<file path="src/rtl/multicycle_ctrl_if.sv">
// Bundle of datapath-facing signals for the multicycle controller.
// master = datapath/environment side, slave = the controller itself.
interface multicycle_ctrl_if;
  logic [31:0] instr;
  logic        zero;
  logic        mem_ready;
  logic        ir_write;
  logic        pc_write;
  logic        pc_branch;
  logic        reg_write;
  logic        reg_res;
  logic        alu_src;
  logic        mem_to_reg;
  logic        mem_read;
  logic        mem_write;
  logic [5:0]  alu_ctrl;
  logic [2:0]  state;
  logic        halted;
  logic [15:0] retired;

  modport master (
    output instr, zero, mem_ready,
    input  ir_write, pc_write, pc_branch, reg_write, reg_res, alu_src,
           mem_to_reg, mem_read, mem_write, alu_ctrl, state, halted, retired
  );

  modport slave (
    input  instr, zero, mem_ready,
    output ir_write, pc_write, pc_branch, reg_write, reg_res, alu_src,
           mem_to_reg, mem_read, mem_write, alu_ctrl, state, halted, retired
  );
endinterface

</file>
<file path="src/rtl/multicycle_ctrl.sv">
// Multicycle MIPS-subset control FSM (FETCH/DECODE/EXEC/MEM/WB/HALT).
// Optional single-step gating of FETCH is enabled with `define STEP_MODE_EN.
module multicycle_ctrl (
  input logic clock,
  input logic reset,
`ifdef STEP_MODE_EN
  input logic step,
`endif
  multicycle_ctrl_if.slave bus
);

  typedef enum logic [2:0] {
    FETCH  = 3'd0,
    DECODE = 3'd1,
    EXEC   = 3'd2,
    MEM    = 3'd3,
    WB     = 3'd4,
    HALT   = 3'd5
  } state_t;

  localparam logic [5:0] OP_R    = 6'b000000;
  localparam logic [5:0] OP_ADDI = 6'b001000;
  localparam logic [5:0] OP_LW   = 6'b100011;
  localparam logic [5:0] OP_SW   = 6'b101011;
  localparam logic [5:0] OP_BEQ  = 6'b000100;
  localparam logic [5:0] OP_BNE  = 6'b000101;

  state_t      state_q, state_d;
  logic [5:0]  op_q, op_d;
  logic [5:0]  funct_q, funct_d;
  logic [15:0] retired_q, retired_d;
  logic        fetch_go;
  logic        unused_instr;

  logic        is_r, is_addi, is_lw, is_sw, is_beq, is_bne, is_legal, is_branch;
  logic        in_instr;
  logic        run;

  logic        ir_write, pc_write, pc_branch, reg_write;
  logic        reg_res, alu_src, mem_to_reg, mem_read, mem_write;
  logic [5:0]  alu_ctrl;

  assign unused_instr = ^bus.instr[25:6];

`ifdef STEP_MODE_EN
  logic step_q, step_d;
  always_comb begin
    step_d   = step;
    fetch_go = step & ~step_q;
  end
`else
  always_comb fetch_go = 1'b1;
`endif

  // Decode works only on the opcode/funct captured when the instruction was fetched.
  always_comb begin
    is_r      = (op_q == OP_R);
    is_addi   = (op_q == OP_ADDI);
    is_lw     = (op_q == OP_LW);
    is_sw     = (op_q == OP_SW);
    is_beq    = (op_q == OP_BEQ);
    is_bne    = (op_q == OP_BNE);
    is_branch = is_beq | is_bne;
    is_legal  = is_r | is_addi | is_lw | is_sw | is_branch;
    in_instr  = (state_q == DECODE) || (state_q == EXEC) ||
                (state_q == MEM)    || (state_q == WB);
    run       = ~reset;
  end

  // Strobes are gated by reset so they drop the moment reset rises.
  always_comb begin
    ir_write   = 1'b0;
    pc_write   = 1'b0;
    pc_branch  = 1'b0;
    reg_write  = 1'b0;
    mem_read   = 1'b0;
    mem_write  = 1'b0;
    alu_ctrl   = 6'd0;
    alu_src    = 1'b0;
    reg_res    = 1'b0;
    mem_to_reg = 1'b0;
    case (state_q)
      FETCH: ir_write = run & fetch_go;
      EXEC: begin
        if (is_branch) begin
          pc_write  = run;
          pc_branch = run & ((is_beq & bus.zero) | (is_bne & ~bus.zero));
        end
      end
      MEM: begin
        mem_read  = run & is_lw;
        mem_write = run & is_sw;
        pc_write  = run & is_sw & bus.mem_ready;
      end
      WB: begin
        reg_write = run;
        pc_write  = run;
      end
      default: ;
    endcase
    if (in_instr && is_legal) begin
      if (is_r)
        alu_ctrl = funct_q;
      else if (is_branch)
        alu_ctrl = 6'b100010;
      else
        alu_ctrl = 6'b100000;
      alu_src    = is_addi | is_lw | is_sw;
      reg_res    = is_r;
      mem_to_reg = is_lw;
    end
  end

  always_comb begin
    state_d   = state_q;
    op_d      = op_q;
    funct_d   = funct_q;
    retired_d = retired_q + {15'd0, pc_write};
    case (state_q)
      FETCH: begin
        if (fetch_go) begin
          state_d = DECODE;
          op_d    = bus.instr[31:26];
          funct_d = bus.instr[5:0];
        end
      end
      DECODE: state_d = is_legal ? EXEC : HALT;
      EXEC: begin
        if (is_branch)
          state_d = FETCH;
        else if (is_r || is_addi)
          state_d = WB;
        else if (is_lw || is_sw)
          state_d = MEM;
        else
          state_d = HALT;
      end
      MEM: begin
        if (bus.mem_ready)
          state_d = is_lw ? WB : FETCH;
      end
      WB:      state_d = FETCH;
      HALT:    state_d = HALT;
      default: state_d = HALT;
    endcase
  end

  always_ff @(posedge clock or posedge reset) begin
    if (reset) begin
      state_q   <= FETCH;
      op_q      <= 6'd0;
      funct_q   <= 6'd0;
      retired_q <= 16'd0;
`ifdef STEP_MODE_EN
      step_q    <= 1'b0;
`endif
    end else begin
      state_q   <= state_d;
      op_q      <= op_d;
      funct_q   <= funct_d;
      retired_q <= retired_d;
`ifdef STEP_MODE_EN
      step_q    <= step_d;
`endif
    end
  end

  assign bus.ir_write   = ir_write;
  assign bus.pc_write   = pc_write;
  assign bus.pc_branch  = pc_branch;
  assign bus.reg_write  = reg_write;
  assign bus.reg_res    = reg_res;
  assign bus.alu_src    = alu_src;
  assign bus.mem_to_reg = mem_to_reg;
  assign bus.mem_read   = mem_read;
  assign bus.mem_write  = mem_write;
  assign bus.alu_ctrl   = alu_ctrl;
  assign bus.state      = state_q;
  assign bus.halted     = (state_q == HALT);
  assign bus.retired    = retired_q;

endmodule

</file>
<file path="src/flat_wrapper.sv">
// flat-port wrapper written by rule: the top's interface ports become plain ports
module multicycle_ctrl_flat 
  (clock, reset, bus_instr, bus_zero, bus_mem_ready, bus_ir_write, bus_pc_write, bus_pc_branch, bus_reg_write, bus_reg_res, bus_alu_src, bus_mem_to_reg, bus_mem_read, bus_mem_write, bus_alu_ctrl, bus_state, bus_halted, bus_retired);
  multicycle_ctrl_if bus_i ();
  input logic clock;
  input logic reset;
  input wire logic [$bits(bus_i.instr)-1:0] bus_instr;
  input wire logic [$bits(bus_i.zero)-1:0] bus_zero;
  input wire logic [$bits(bus_i.mem_ready)-1:0] bus_mem_ready;
  output wire logic [$bits(bus_i.ir_write)-1:0] bus_ir_write;
  output wire logic [$bits(bus_i.pc_write)-1:0] bus_pc_write;
  output wire logic [$bits(bus_i.pc_branch)-1:0] bus_pc_branch;
  output wire logic [$bits(bus_i.reg_write)-1:0] bus_reg_write;
  output wire logic [$bits(bus_i.reg_res)-1:0] bus_reg_res;
  output wire logic [$bits(bus_i.alu_src)-1:0] bus_alu_src;
  output wire logic [$bits(bus_i.mem_to_reg)-1:0] bus_mem_to_reg;
  output wire logic [$bits(bus_i.mem_read)-1:0] bus_mem_read;
  output wire logic [$bits(bus_i.mem_write)-1:0] bus_mem_write;
  output wire logic [$bits(bus_i.alu_ctrl)-1:0] bus_alu_ctrl;
  output wire logic [$bits(bus_i.state)-1:0] bus_state;
  output wire logic [$bits(bus_i.halted)-1:0] bus_halted;
  output wire logic [$bits(bus_i.retired)-1:0] bus_retired;
  assign bus_i.instr = bus_instr;
  assign bus_i.zero = bus_zero;
  assign bus_i.mem_ready = bus_mem_ready;
  assign bus_ir_write = bus_i.ir_write;
  assign bus_pc_write = bus_i.pc_write;
  assign bus_pc_branch = bus_i.pc_branch;
  assign bus_reg_write = bus_i.reg_write;
  assign bus_reg_res = bus_i.reg_res;
  assign bus_alu_src = bus_i.alu_src;
  assign bus_mem_to_reg = bus_i.mem_to_reg;
  assign bus_mem_read = bus_i.mem_read;
  assign bus_mem_write = bus_i.mem_write;
  assign bus_alu_ctrl = bus_i.alu_ctrl;
  assign bus_state = bus_i.state;
  assign bus_halted = bus_i.halted;
  assign bus_retired = bus_i.retired;
  multicycle_ctrl u_core (.clock(clock), .reset(reset), .bus(bus_i));
endmodule
</file>
<file path="config.mk">
export PLATFORM = sky130hd
export DESIGN_NAME = multicycle_ctrl_flat
export DESIGN_NICKNAME = d
export VERILOG_FILES = /design/src/rtl/multicycle_ctrl_if.sv /design/src/rtl/multicycle_ctrl.sv /design/src/flat_wrapper.sv
export SDC_FILE = /design/constraint.sdc
export NUM_CORES = 1
export LEC_CHECK = 0
export CAP_MARGIN = 0
export CELL_PAD_IN_SITES_DETAIL_PLACEMENT = 1
export CELL_PAD_IN_SITES_GLOBAL_PLACEMENT = 1
export CORE_ASPECT_RATIO = 0.8
export CORE_UTILIZATION = 33
export CTS_CLUSTER_DIAMETER = 80
export DETAILED_ROUTE_END_ITERATION = 8
export HOLD_SLACK_MARGIN = 0.08
export PLACE_DENSITY = 0.88
export RECOVER_POWER = 100
export SETUP_SLACK_MARGIN = 0.5
export SKIP_CTS_REPAIR_TIMING = 1
export SYNTH_ARGS = -nofsm -noshare
export SYNTH_HDL_FRONTEND = slang
export SYNTH_SLANG_ARGS = --single-unit
</file>
<file path="constraint.sdc">
create_clock -name clock -period 4.7 [get_ports clock]
set_input_delay 0.94 -clock clock [delete_from_list [all_inputs] [get_ports clock]]
set_output_delay 0.94 -clock clock [all_outputs]
set_load 0.02 [all_outputs]
</file>
==> results of run 1 <==
cell families after synthesis:
group | after synthesis | share of synthesized area (%)
AOI/OAI and AO/OA | 15 | 7.47
buffers and inverters | 8 | 2.49
adders and majority gates | 2 | 1.56
xor gates and xnor gates | 15 | 8.17
muxes | 1 | 0.856
DFF | 31 | 48.2
and+or+nand+nor | 90 | 31.2
tightest hold or removal path: stages, from the launching register on:
cell     delay [ns]
dfrtp_1        0.34
nand2_1        0.05
nand2_1        0.05
per-layer routing:
metal,routed length [um],global-route usage [%]
met5,0,0
met4,55,6.70
met3,235,5.21
met2,2050,30.0
met1,2010,24.6
report_power, final:
part / switching [uW] / internal (uW) / leakage (uW)
Sequential: 0.248 / 267 / 0.000358
Clock: 103 / 171 / 0.0000612
Combinational: 8.86 / 11.6 / 0.000652
worst min-delay path by stage:
stage | end | cells past startpoint
6_report | u_core.funct_q[4] | 2
2_1_floorplan | u_core.funct_q[0] | 2
3_5_place_dp | u_core.funct_q[4] | 2
3_3_place_gp | u_core.funct_q[4] | 2
4_1_cts | u_core.funct_q[4] | 2
5_1_grt | u_core.funct_q[4] | 2
layout make-up:
type	count	area share [%]
Inverter	3	0.497
Clock buffer	6	3.64
Sequential cell	31	34.2
Clock inverter	2	1.55
Tap cell	60	3.31
Timing Repair Buffer	52	22.6
Multi-Input combinational cell	123	34.2
state kept, by name, summed over array words and instances (netlist names):
register	count
u_core.op_q	6
u_core.funct_q	6
u_core.bus.state	3
u_core.bus.retired	16
synthesized netlist by cell type (all sizes together), types with 2 or more instances:
library cell,n
and2,5
o21ai,3
and4,3
nor4,3
ha,2
xor2,4
and3,10
a21oi,3
xnor2,11
nand4,2
nand2,38
nor2,5
buf,3
nor3,6
or3,2
dfrtp,31
nand3,9
clkbuf,2
nor2b,3
inv,3
stage by stage:
| stage | instance area (um2) | power, uW |
|---|---|---|
| after detailed placement | 2170 | 294 |
| after global routing | 2270 | 582 |
| after CTS | 2290 | 570 |
| final | 2270 | 562 |
| after global placement | 2170 | 294 |
| after floorplan | 1610 | 278 |
==> run metrics, run 1 <==
worst-case headroom to the max-slew limit -11.6%; Crit path top cell by count dlygate4sd3_1; share of the synthesized area in the top cell type 48.2%; slowest CP cell dlygate4sd3_1; post-synthesis instance total 162; Final Routed Wirelength 4350 um; Max VDD drop 0.126 mV; # port buffers 50; worst reg2reg path depth 9; Hold Vio Cnt, Final 0; P&R area growth vs syn 41.0%; initial antenna violation count 0; die area 5160 um2; via count 1441; floorplan row count 22; element type at the critical path start primary input; number of flops mapped to enable cells by yosys 0; most common cell after layout, fill and taps aside nand2_1; top flip-flop cell by instance count after synthesis dfrtp_1; type of the most critical hold path reg2reg; P per Cell Area 248 nW/um2; final standard cell utilization of the core 49.0%; Detail Placement HPWL 3250 um; CTS tree done; clock latency on the worst-skew pair 0.28 ns; share of synthesized flip-flops with an asynchronous set or reset 100%; Max Root-Sink Buffers 2; post-synthesis register bit count 31; layout cell share with drive strength beyond 1 9.22%; start point of the worst hold path u_core.funct_q[4]; cell taking the most area after synthesis dfrtp_1; minimum clock period 3.79 ns; total stage count of the critical path 6; first-pass iteration count of the detailed router 4; final cell count without fillers 277; Worst Tran Pin Value 1.67 ns; maximum number of pins on one net before global-route repair 32; vias per cell 5.20; violation count after the first detailed-route iteration 62; CP Data Required Time 3.76 ns; share of synthesized area occupied by flip-flops and latches 48.2%; distinct cell type count after synthesis 41; overall routing resource usage 18.9%; die extent in x 80.0 um; area occupied by multi-input gates 776 um2; net count after synthesis 200; CP Capture Type output port; Post-Syn Area per Cell 9.92 um2; peak per-stage delay on the critical path 0.74 ns; max-capacitance violation count 1; worst hold margin 0.468 ns; nets@finish 254; worst reg2reg path endpoint u_core.bus.retired[14]; Routed WL per cell 15.7 um; clk sinks 31; Clock Skews 0.00411 ns; violations in the final reports capacitance limit, slew limit; capturing instance or port of the critical path bus_pc_write; run status finished, violations left; Root Buffer Master clkbuf_8; sequential standard cell area 776 um2; Total Negative Setup Slacks 0 ns; gpl congestion 0.752; Top-Level Pins 71; number of setup violations in the final report 0; number of global-route vias before repair 1500; remaining routing DRC violations 0; share of the clock period used by the worst path 80.7%; unrepaired setup endpoints after global routing false; leakage component of the power 0.00107 uW; launching point of the worst reg2reg path u_core.op_q[4]; count of H-tree levels built during CTS 2; cts bufs inserted 5; number of placed instances, taps included 269; yosys synthesis warning count 0; biggest area contributors in the synthesized netlist dfrtp_1, nand2_1, xnor2_1, and3_1, nand3_1; critical path peak fanout 5; Final ANT Viol Nets 0; Crit. Startpoint reset; worst endpoint data arrival time 2.85 ns; highest-count cells in the layout ignoring fill and taps nand2_1, dlygate4sd3_1, dfrtp_1; number of inserted filler cells in the final layout 531; Max Clock Freq 264 MHz; critical path buffer and inverter count 3; Initial Utilization 34.8%; series of cell instances along the critical path dlygate4sd3_1 > inv_1 > and3_1 > nand4_1 > o31ai_1 > dlygate4sd3_1; top cell family by delay on the critical path buffers and inverters; Worst R2R Setup Slack 1.88 ns; combined area of all synthesized cells 1610 um2; Post-Place Worst Slack 1.07 ns; min setup slack post-route 0.906 ns; Antenna diodes 0; y dimension of the die 64.4 um; clock input transition at the sequential cells of the worst setup and hold paths 0.06 ns; fin. max-slew vios 32; Worst Path Class, Setup in2out; overflow left after global routing 0; wire length of the first global-routing pass 7340 um; Floorplan Core Area 4620 um2
Power figures use the tool's default switching activity.
==> inputs of run 2 (changes only) <==
Settings changed: CORE_UTILIZATION 33 to 30, PLACE_DENSITY 0.88 to 0.81.
Clock period 4.7 ns to 3.78 ns, I/O delays scaled along.
==> run 2 against run 1 <==
Net effect: the run ends with DRC, capacitance limit, slew limit left; first-iteration DRC count shrank 9.7%; largest power group is now registers; via count shrank 1.9%; highest routed layer unchanged; clock-buffer cell count grew 1; largest cell class unchanged; sequential power grew 25%; worst setup slack lost 0.49 ns; core utilization shrank 4.6 points; non-clock buffer count grew 2; flip-flop and latch count is the same; critical path type is now reg2out; final cell count grew 1.4%; global-route usage shrank 2.2 points; clock skew grew 0.0020 ns; hold slack gained 0.014 ns.
==> run metrics, run 2 (same netlist as run 1, synthesis figures left out) <==
remaining routing DRC violations 4 (+4); Final Routed Wirelength 4210 um (-3.3%); clk sinks 31 (unchanged); type of the most critical hold path reg2reg; Floorplan Core Area 5090 um2 (+10%); element type at the critical path start register; fin. max-slew vios 32 (unchanged); Max VDD drop 0.117 mV (-7.7%); busiest grt layer met2; number of global-route vias before repair 1446 (-3.6%); capturing instance or port of the critical path bus_alu_src; nets@finish 256 (+0.79%); Worst Path Class, Setup reg2out; P&R area growth vs syn 40.8%; GR Layer Usage met1 21.0% (-3.6 points); leakage component of the power 0.00107 uW (-0.35%); CTS tree done; Worst Tran Pin Value 1.68 ns (+0.00440 ns); overflow left after global routing 0 (unchanged); Worst R2R Setup Slack 0.99 ns (-0.89 ns); Top-Level Pins 71 (unchanged); violation count after the first detailed-route iteration 56 (-9.7%); CP Data Required Time 3.02 ns (-0.74 ns); maximum number of pins on one net before global-route repair 32 (unchanged); number of setup violations in the final report 0 (unchanged); slowest CP cell clkdlybuf4s50_1; max-capacitance violation count 1 (unchanged); Crit. Startpoint u_core.op_q[4]; worst endpoint data arrival time 2.61 ns (-0.24 ns); run status finished, violations left; Max Root-Sink Buffers 2 (unchanged); Routed WL per cell 15.0 um (-4.7%); Root Buffer Master clkbuf_8; minimum clock period 3.37 ns; highest-count cells in the layout ignoring fill and taps nand2_1, dlygate4sd3_1, dfrtp_1; overall routing resource usage 16.7% (-2.2 points); Final ANT Viol Nets 0 (unchanged); launching point of the worst reg2reg path u_core.op_q[4]; layout cell share with drive strength beyond 1 9.59% (+0.37 points); worst reg2reg path depth 9 (unchanged); Antenna diodes 0 (unchanged); wire length of the first global-routing pass 7270 um (-0.94%); CP Capture Type output port; vias per cell 5.03 (-3.3%); Total Negative Setup Slacks 0 ns (unchanged); via count 1413 (-1.9%); P per Cell Area 290 nW/um2 (+17%); number of inserted filler cells in the final layout 581 (+9.4%); initial antenna violation count 0 (unchanged); Max Clock Freq 297 MHz; critical path peak fanout 6 (+1); peak per-stage delay on the critical path 0.66 ns (-0.08 ns); unrepaired setup endpoints after global routing true; Hold Vio Cnt, Final 0 (unchanged); # port buffers 50 (unchanged); series of cell instances along the critical path nor3_1 > a22oi_1 > or2_4 > nor4_2 > clkdlybuf4s50_1; share of the clock period used by the worst path 89.0%; final standard cell utilization of the core 44.4% (-4.6 points); die extent in x 83.9 um (+4.8%); met3 track demand over resource 4.40% (-0.81 points); first-pass iteration count of the detailed router 6 (+2); worst reg2reg path endpoint u_core.bus.retired[12]; violations in the final reports DRC, capacitance limit, slew limit; y dimension of the die 67.5 um (+4.7%); number of flip-flops in the largest register 16 (unchanged); most common cell after layout, fill and taps aside nand2_1; clock input transition at the sequential cells of the worst setup and hold paths 0.07 ns (about the same); floorplan row count 23 (+4.5%); GR met2 Demand/Resource 28.2% (-1.8 points); Detail Placement HPWL 3130 um (-3.8%); die area 5660 um2 (+9.7%); worst-case headroom to the max-slew limit -11.9% (-0.29 points); sequential standard cell area 777 um2 (+0.16%); clock latency on the worst-skew pair 0.28 ns (about the same); Initial Utilization 31.6% (-3.2 points); count of H-tree levels built during CTS 2 (unchanged); gpl congestion 0.788 (+4.8%); cts bufs inserted 5 (unchanged); area occupied by multi-input gates 777 um2 (+0.16%); Clock Skews 0.00615 ns (+0.00204 ns)
-- run 2: power breakdown --
group	switching, uW	total [uW]	leakage [uW]	internal (uW)
combinational	11.0	25.6	0.000659	14.6
sequential	0.447	333	0.000357	332
clock	133	298	0.0000505	166
-- run 2: worst min-delay path by stage --
stage | start | to | slack (ns) | cells after the start
6_report | u_core.funct_q[0] | u_core.funct_q[0] | 0.48 | 2
5_1_grt | u_core.funct_q[3] | u_core.funct_q[3] | 0.52 | 2
4_1_cts | u_core.funct_q[4] | u_core.funct_q[4] | 0.49 | 2
3_5_place_dp | u_core.funct_q[4] | u_core.funct_q[4] | 0.47 | 2
3_3_place_gp | u_core.funct_q[4] | u_core.funct_q[4] | 0.45 | 2
2_1_floorplan | u_core.funct_q[0] | u_core.funct_q[0] | 0.44 | 2
-- run 2: layout make-up --
| cell class | instances | share of cell area, % |
|---|---|---|
| timing repair buffer | 54 | 22.8 |
| inverter | 3 | 0.498 |
| clock buffer | 7 | 4.26 |
| clock inverter | 1 | 0.332 |
| tap | 62 | 3.43 |
| sequential | 31 | 34.3 |
| multi-input combinational | 123 | 34.3 |
-- run 2: metrics by stage --
step | setup WS [ns] | hold slack, ns | area (um2) | power [uW] | std cells
after floorplan | 0.622 | 0.437 | 1610 | 345 | 162
after global placement | 0.532 | 0.452 | 2190 | 366 | 273
after detailed placement | 0.530 | 0.466 | 2190 | 366 | 273
after CTS | 0.508 | 0.486 | 2290 | 667 | 281
after global routing | 0.241 | 0.518 | 2260 | 680 | 281
final | 0.415 | 0.482 | 2260 | 657 | 281
-- run 2: critical path: cells and delay by family (launching register included) --
family          cells  cell delay (ns)
flops               1             0.46
buf+inv             1             0.66
compound gates      1             0.26
simple gates        3             0.95
-- run 2: per-layer routing --
| metal | vias up | routed length [um] |
|---|---|---|
| li1 | 676 | - |
| met1 | 695 | 1920 |
| met2 | 37 | 2080 |
| met3 | 5 | 176 |
| met4 | 0 | 36 |
| met5 | - | 0 |
